File: config.mk
export PLATFORM = sky130hd
export DESIGN_NAME = mest_pro_mm_responder_flat
export DESIGN_NICKNAME = d
export VERILOG_FILES = /design/src/rtl/mest_pro_mm_responder_if.sv /design/src/rtl/mest_pro_mm_responder.sv /design/src/flat_wrapper.sv
export SDC_FILE = /design/constraint.sdc
export NUM_CORES = 2
export LEC_CHECK = 0
export ABC_AREA = 1
export CAP_MARGIN = 5
export CELL_PAD_IN_SITES_DETAIL_PLACEMENT = 1
export CELL_PAD_IN_SITES_GLOBAL_PLACEMENT = 2
export CORE_MARGIN = 8
export CORE_UTILIZATION = 35
export DETAILED_ROUTE_END_ITERATION = 10
export DONT_BUFFER_PORTS = 1
export MAX_ROUTING_LAYER = met4
export PLACE_DENSITY = 0.65
export SLEW_MARGIN = 20
export SYNTH_ARGS = -nofsm -noshare
export SYNTH_HDL_FRONTEND = slang
export SYNTH_SLANG_ARGS = --single-unit
File: constraint.sdc
create_clock -name clk -period 10.46 [get_ports clk]
set_clock_uncertainty 0.15 [all_clocks]
set_input_delay 2.615 -clock clk [delete_from_list [all_inputs] [get_ports clk]]
set_output_delay 2.615 -clock clk [all_outputs]
set_load 0.02 [all_outputs]
File: src/rtl/mest_pro_mm_responder_if.sv
// Main-memory request/response bundle between the execute unit (master) and the responder (slave).
// Signal prefixes are from the responder's point of view: i_* driven by the initiator, o_* by the responder.
interface mest_pro_mm_responder_if #(
    parameter int ADDR_BITS = 16,
    parameter int DATA_BITS = 8
);
    logic                 i_mm_select;
    logic                 i_cs;
    logic                 i_we;
    logic [ADDR_BITS-1:0] i_mm_addr;
    logic [DATA_BITS-1:0] i_mm_dat;
    logic [DATA_BITS-1:0] o_mm_rdata;
    logic                 o_mm_ack;
    logic                 o_mm_busy;
    logic                 o_mm_err;

    modport master (
        output i_mm_select, i_cs, i_we, i_mm_addr, i_mm_dat,
        input  o_mm_rdata, o_mm_ack, o_mm_busy, o_mm_err
    );

    modport slave (
        input  i_mm_select, i_cs, i_we, i_mm_addr, i_mm_dat,
        output o_mm_rdata, o_mm_ack, o_mm_busy, o_mm_err
    );
endinterface

File: src/rtl/mest_pro_mm_responder.sv
// Main-memory responder: one load/store at a time, ack WAIT_CYCLES edges after the request is sampled.
// Four-phase handshake: ack held until select drops; select dropping during the wait aborts the access.
module mest_pro_mm_responder #(
    parameter int ADDR_BITS   = 16,
    parameter int DATA_BITS   = 8,
    parameter int MEM_DEPTH   = 256,
    parameter int WAIT_CYCLES = 3
) (
    input  logic                    clk,
    input  logic                    i_reset_n,
    mest_pro_mm_responder_if.slave  mm
);

    localparam int                 IDX_BITS  = (MEM_DEPTH > 1) ? $clog2(MEM_DEPTH) : 1;
    localparam logic [ADDR_BITS:0] DEPTH_CMP = (ADDR_BITS + 1)'(MEM_DEPTH);
    localparam logic [3:0]         CNT_LOAD  = 4'(WAIT_CYCLES);

    typedef enum logic [1:0] {
        ST_IDLE = 2'd0,
        ST_WAIT = 2'd1,
        ST_ACK  = 2'd2
    } state_t;

    state_t               r_state;
    logic [3:0]           r_cnt;
    logic [ADDR_BITS-1:0] r_addr;
    logic [DATA_BITS-1:0] r_dat;
    logic                 r_we;
    logic [DATA_BITS-1:0] r_rdata;
    logic                 r_ack;
    logic                 r_busy;
    logic                 r_err;

    logic [DATA_BITS-1:0] r_mem [MEM_DEPTH];

    logic                 w_oor;
    logic [IDX_BITS-1:0]  w_idx;
    logic                 w_access;
    logic                 w_commit;

    // Range check on the full latched address so high-address aliases never reach the array.
    assign w_oor    = ({1'b0, r_addr} >= DEPTH_CMP);
    assign w_idx    = r_addr[IDX_BITS-1:0];
    assign w_access = (r_state == ST_WAIT) && mm.i_mm_select && (r_cnt == 4'd1);
    assign w_commit = w_access && r_we && !w_oor;

    // Storage is deliberately not reset; reset forces IDLE so no commit can happen while it is held.
    always_ff @(posedge clk) begin
        if (w_commit) begin
            r_mem[w_idx] <= r_dat;
        end
    end

    always_ff @(posedge clk or negedge i_reset_n) begin
        if (!i_reset_n) begin
            r_state <= ST_IDLE;
            r_cnt   <= 4'd0;
            r_addr  <= '0;
            r_dat   <= '0;
            r_we    <= 1'b0;
            r_rdata <= '0;
            r_ack   <= 1'b0;
            r_busy  <= 1'b0;
            r_err   <= 1'b0;
        end else begin
            case (r_state)
                ST_IDLE: begin
                    if (mm.i_mm_select && mm.i_cs) begin
                        r_addr  <= mm.i_mm_addr;
                        r_dat   <= mm.i_mm_dat;
                        r_we    <= mm.i_we;
                        r_cnt   <= CNT_LOAD;
                        r_busy  <= 1'b1;
                        r_state <= ST_WAIT;
                    end
                end

                ST_WAIT: begin
                    if (!mm.i_mm_select) begin
                        r_cnt   <= 4'd0;
                        r_busy  <= 1'b0;
                        r_state <= ST_IDLE;
                    end else if (r_cnt == 4'd1) begin
                        r_cnt   <= 4'd0;
                        r_ack   <= 1'b1;
                        r_err   <= w_oor;
                        r_state <= ST_ACK;
                        if (!r_we) begin
                            r_rdata <= w_oor ? '0 : r_mem[w_idx];
                        end
                    end else begin
                        r_cnt <= r_cnt - 4'd1;
                    end
                end

                ST_ACK: begin
                    if (!mm.i_mm_select) begin
                        r_ack   <= 1'b0;
                        r_err   <= 1'b0;
                        r_busy  <= 1'b0;
                        r_state <= ST_IDLE;
                    end
                end

                default: begin
                    r_ack   <= 1'b0;
                    r_err   <= 1'b0;
                    r_busy  <= 1'b0;
                    r_cnt   <= 4'd0;
                    r_state <= ST_IDLE;
                end
            endcase
        end
    end

    assign mm.o_mm_rdata = r_rdata;
    assign mm.o_mm_ack   = r_ack;
    assign mm.o_mm_busy  = r_busy;
    assign mm.o_mm_err   = r_err;

endmodule

File: src/flat_wrapper.sv
// flat-port wrapper written by rule: the top's interface ports become plain ports
module mest_pro_mm_responder_flat 
#(
    parameter int ADDR_BITS   = 16,
    parameter int DATA_BITS   = 8,
    parameter int MEM_DEPTH   = 256,
    parameter int WAIT_CYCLES = 3
)
  (clk, i_reset_n, mm_i_mm_select, mm_i_cs, mm_i_we, mm_i_mm_addr, mm_i_mm_dat, mm_o_mm_rdata, mm_o_mm_ack, mm_o_mm_busy, mm_o_mm_err);
  mest_pro_mm_responder_if #(.ADDR_BITS(ADDR_BITS), .DATA_BITS(DATA_BITS)) mm_i ();
  input  logic clk;
  input  logic i_reset_n;
  input wire logic [$bits(mm_i.i_mm_select)-1:0] mm_i_mm_select;
  input wire logic [$bits(mm_i.i_cs)-1:0] mm_i_cs;
  input wire logic [$bits(mm_i.i_we)-1:0] mm_i_we;
  input wire logic [$bits(mm_i.i_mm_addr)-1:0] mm_i_mm_addr;
  input wire logic [$bits(mm_i.i_mm_dat)-1:0] mm_i_mm_dat;
  output wire logic [$bits(mm_i.o_mm_rdata)-1:0] mm_o_mm_rdata;
  output wire logic [$bits(mm_i.o_mm_ack)-1:0] mm_o_mm_ack;
  output wire logic [$bits(mm_i.o_mm_busy)-1:0] mm_o_mm_busy;
  output wire logic [$bits(mm_i.o_mm_err)-1:0] mm_o_mm_err;
  assign mm_i.i_mm_select = mm_i_mm_select;
  assign mm_i.i_cs = mm_i_cs;
  assign mm_i.i_we = mm_i_we;
  assign mm_i.i_mm_addr = mm_i_mm_addr;
  assign mm_i.i_mm_dat = mm_i_mm_dat;
  assign mm_o_mm_rdata = mm_i.o_mm_rdata;
  assign mm_o_mm_ack = mm_i.o_mm_ack;
  assign mm_o_mm_busy = mm_i.o_mm_busy;
  assign mm_o_mm_err = mm_i.o_mm_err;
  mest_pro_mm_responder #(.ADDR_BITS(ADDR_BITS), .DATA_BITS(DATA_BITS), .MEM_DEPTH(MEM_DEPTH), .WAIT_CYCLES(WAIT_CYCLES)) u_core (.clk(clk), .i_reset_n(i_reset_n), .mm(mm_i));
endmodule
==> qor.yml <==
n_fill_cell: 26796
min_path_type: "reg2reg"
status: "finished clean"
setup.worst_path.end_class: "flop"
period_minus_slack_ns: 5.87
dp_hpwl_um: 166000
core_mm2: 0.245
place_ws_ns: 3.73
cp_top_family: "simple AND/OR/NAND/NOR gates"
cts_buffers: 224
vias: 55902
min_path_cells: 1
grt_pass1_vias: 58326
design_power_total_mw: 28.5
antenna_found_initial: 17
seq_area_frac_synth_pct: 72.6
r2r-end: "u_core.mm.o_mm_rdata[7]"
dr.pass1.iters: 6
gp_congestion: 0.806
cts_root_buffer: "clkbuf_16"
clockBufferDepth: 3
hold_buffers: 0
die_y_um: 512
drc_errors: 0
postCtsSetupRepairBufs: 0
grt_max_degree: 207
slew_violations: 0
die_x_um: 512
ctsResizeCount: 0
fin_crit_sh_pct: 56.1
grt.total_usage_pct: 21.3
drive_gt1_share_pct: 5.77
max_stage_delay_ns: 0.98
area_delta_synth_final_pct: 12.2
yosysUniqueCellTypes: 25
final_area_mm2: 0.0967
synth_area_mm2: 0.0862
syn_avg_cell_area_um2: 10.6
ys_warn_count: 0
crit_top_cell: "nor2_1"
die-area_mm2: 0.262
hp-start: "u_core.r_addr[13]"
cpMaxStageDelayCell: "nor2_1"
hold_path_end: "u_core.r_addr[13]"
vdd_drop_max_mv: 0.262
ys_ff_latch: 2090
r2r_start: "u_core.r_addr[0]"
ys_async_sr_fraction_pct: 2.01
setup_violations: 0
cts.reportedPaths.clkPinSlew_ns: 0.06
slew_headroom_pct: 23.4
ios: 40
cp_num_buf_inv: 0
power_density_mw_per_mm2: 295
final_nets: 8070
syn_inst: 8136
start_util_pct: 35.1
finalHoldViolations: 0
p_leak_nw: 37.8
max_freq_mhz: 170
maxCapViolations: 0
setup_tns_ns: 0
cts_tree: "built"
htree_num_levels: 4
viasPerCell: 4.88
gr-total-overflow: 0
first_iter_violations: 4438
start_kind: "input pin"
dp.cells: 11030
synth_edf_count: 2048
worstPathArrival_ns: 6.20
fin_cells: 11453
grt_setup_unrepaired: "no"
ys.flop_type: "edfxtp_1"
path_cells: "nand2_1, nor2_1, nand3_1, nor2_1, nand2_1, nor2_1"
ant_nets: 0
worstMarginPinSlew_ns: 1.15
fp-row-count: 182
cts_sinks: 2090
dpl-instance-area_mm2: 0.0894
drt-total-wl_um: 278000
clock_latency_ns: 0.86
critical_path_class: "in2reg"
syn_nets: 8170
r2r_cells: 18
cp.required_ns: 10.79
setup_ws_ns: 4.59
wl_per_cell_um: 24.3
grt_pass1_wl_um: 402000
io_buffers: 0
r2r_slack_ns: 5.16
worstPathMaxFanout: 16
-- per-layer routing --
metal	vias to the layer above	wire, um	GRT usage [%]	part of all wire, %
li1	26589	-	-	-
met1	27849	127000	28.3	46
met5	-	0	-	0
met4	0	7130	5.26	2.6
met2	1118	132000	34.7	47
met3	346	12400	2.93	4.5
-- placed cells by master (no fill, tap or decap), types with 5 or more instances in the layout --
| cell type | n |
|---|---|
| nand2_1 | 4794 |
| edfxtp_1 | 2048 |
| nor2_1 | 354 |
| clkbuf_16 | 228 |
| nand3_1 | 187 |
| o21ai_0 | 95 |
| buf_4 | 85 |
| o21ai_1 | 72 |
| clkbuf_1 | 51 |
| a21oi_1 | 44 |
| clkinv_1 | 42 |
| clkinv_2 | 42 |
| dfrtp_1 | 32 |
| bufinv_16 | 24 |
| inv_1 | 19 |
| mux2_2 | 16 |
| nand2_2 | 15 |
| clkinvlp_4 | 10 |
| dfrtp_4 | 10 |
| buf_12 | 9 |
| inv_6 | 8 |
| nor2_4 | 7 |
| clkbuf_8 | 6 |
| ha_1 | 5 |
-- metrics by stage --
| step | utilization [%] | hold WS (ns) |
|---|---|---|
| 2_1_floorplan | - | 0.328 |
| 3_3_place_gp | 36.4 | 0.341 |
| 4_1_cts | 39.4 | 0.361 |
| 5_1_grt | 39.4 | 0.375 |
| 6_report | 39.4 | 0.360 |
| 3_5_place_dp | 36.4 | 0.348 |
-- worst max-delay path by stage --
stage / cells past startpoint / startpoint / slack (ns) / end
after CTS: 6 / mm_i_mm_select / 4.66 / u_core.r_mem[138][4]
after global routing: 6 / mm_i_mm_select / 4.50 / u_core.r_mem[133][4]
after detailed placement: 6 / mm_i_mm_select / 3.73 / u_core.r_mem[129][4]
final: 6 / mm_i_mm_select / 4.59 / u_core.r_mem[172][5]
after global placement: 6 / mm_i_mm_select / 3.76 / u_core.r_mem[136][0]
after floorplan: 8 / mm_i_mm_select / 5.88 / u_core.r_mem[172][0]
-- cells in the mapped netlist (16+ instances only) --
cell	count	area, um^2
clkbuf_1	204	766
edfxtp_1	2048	61500
buf_2	175	876
nand3_1	188	941
o21ai_0	95	475
mux2_2	16	180
nor2_1	360	1350
a21oi_1	44	220
dfrtp_1	42	1050
o21ai_1	72	360
nand2_1	4810	18100
inv_1	19	71.3
buf_1	35	131
-- cell type report --
class / count / area, um^2 / share of cell area [%]
diodes: 4 / 10.0 / 0.0103
clock buffers: 285 / 5980 / 6.18
clock inverters: 134 / 1360 / 1.40
inverters: 23 / 114 / 0.118
multi-input cells: 5602 / 21800 / 22.6
flip-flops and latches: 2090 / 62600 / 64.7
well taps: 3220 / 4030 / 4.17
repair buffers: 95 / 830 / 0.858
-- state kept, by name (all words and copies together) (netlist names) --
name and flops:
u_core.mm.o_mm_busy 1, u_core.r_addr 16, u_core.mm.o_mm_rdata 8, u_core.r_we 1, u_core.r_dat 8, u_core.r_cnt 4, u_core.r_state 2, u_core.mm.o_mm_err 1
u_core.r_mem 2048, u_core.mm.o_mm_ack 1
-- where the power goes --
| part | switching [mW] | internal [mW] |
|---|---|---|
| registers | 0.337 | 10.5 |
| clock network | 3.31 | 4.62 |
| logic | 7.75 | 1.95 |
-- kinds of logic (layout without fill, tap and decap cells) --
logic type	Yosys count	in the layout	synth area share [%]
simple gates	5363	5363	23.6
flops	2090	2090	72.6
buf+inv	444	537	2.23
compound gates	216	216	1.26
mux	16	16	0.209
fa+ha+maj	5	5	0.0726
xor+xnor	2	2	0.0203
other cells	0	4	0
Note: power is estimated with default switching activity, not from simulation.
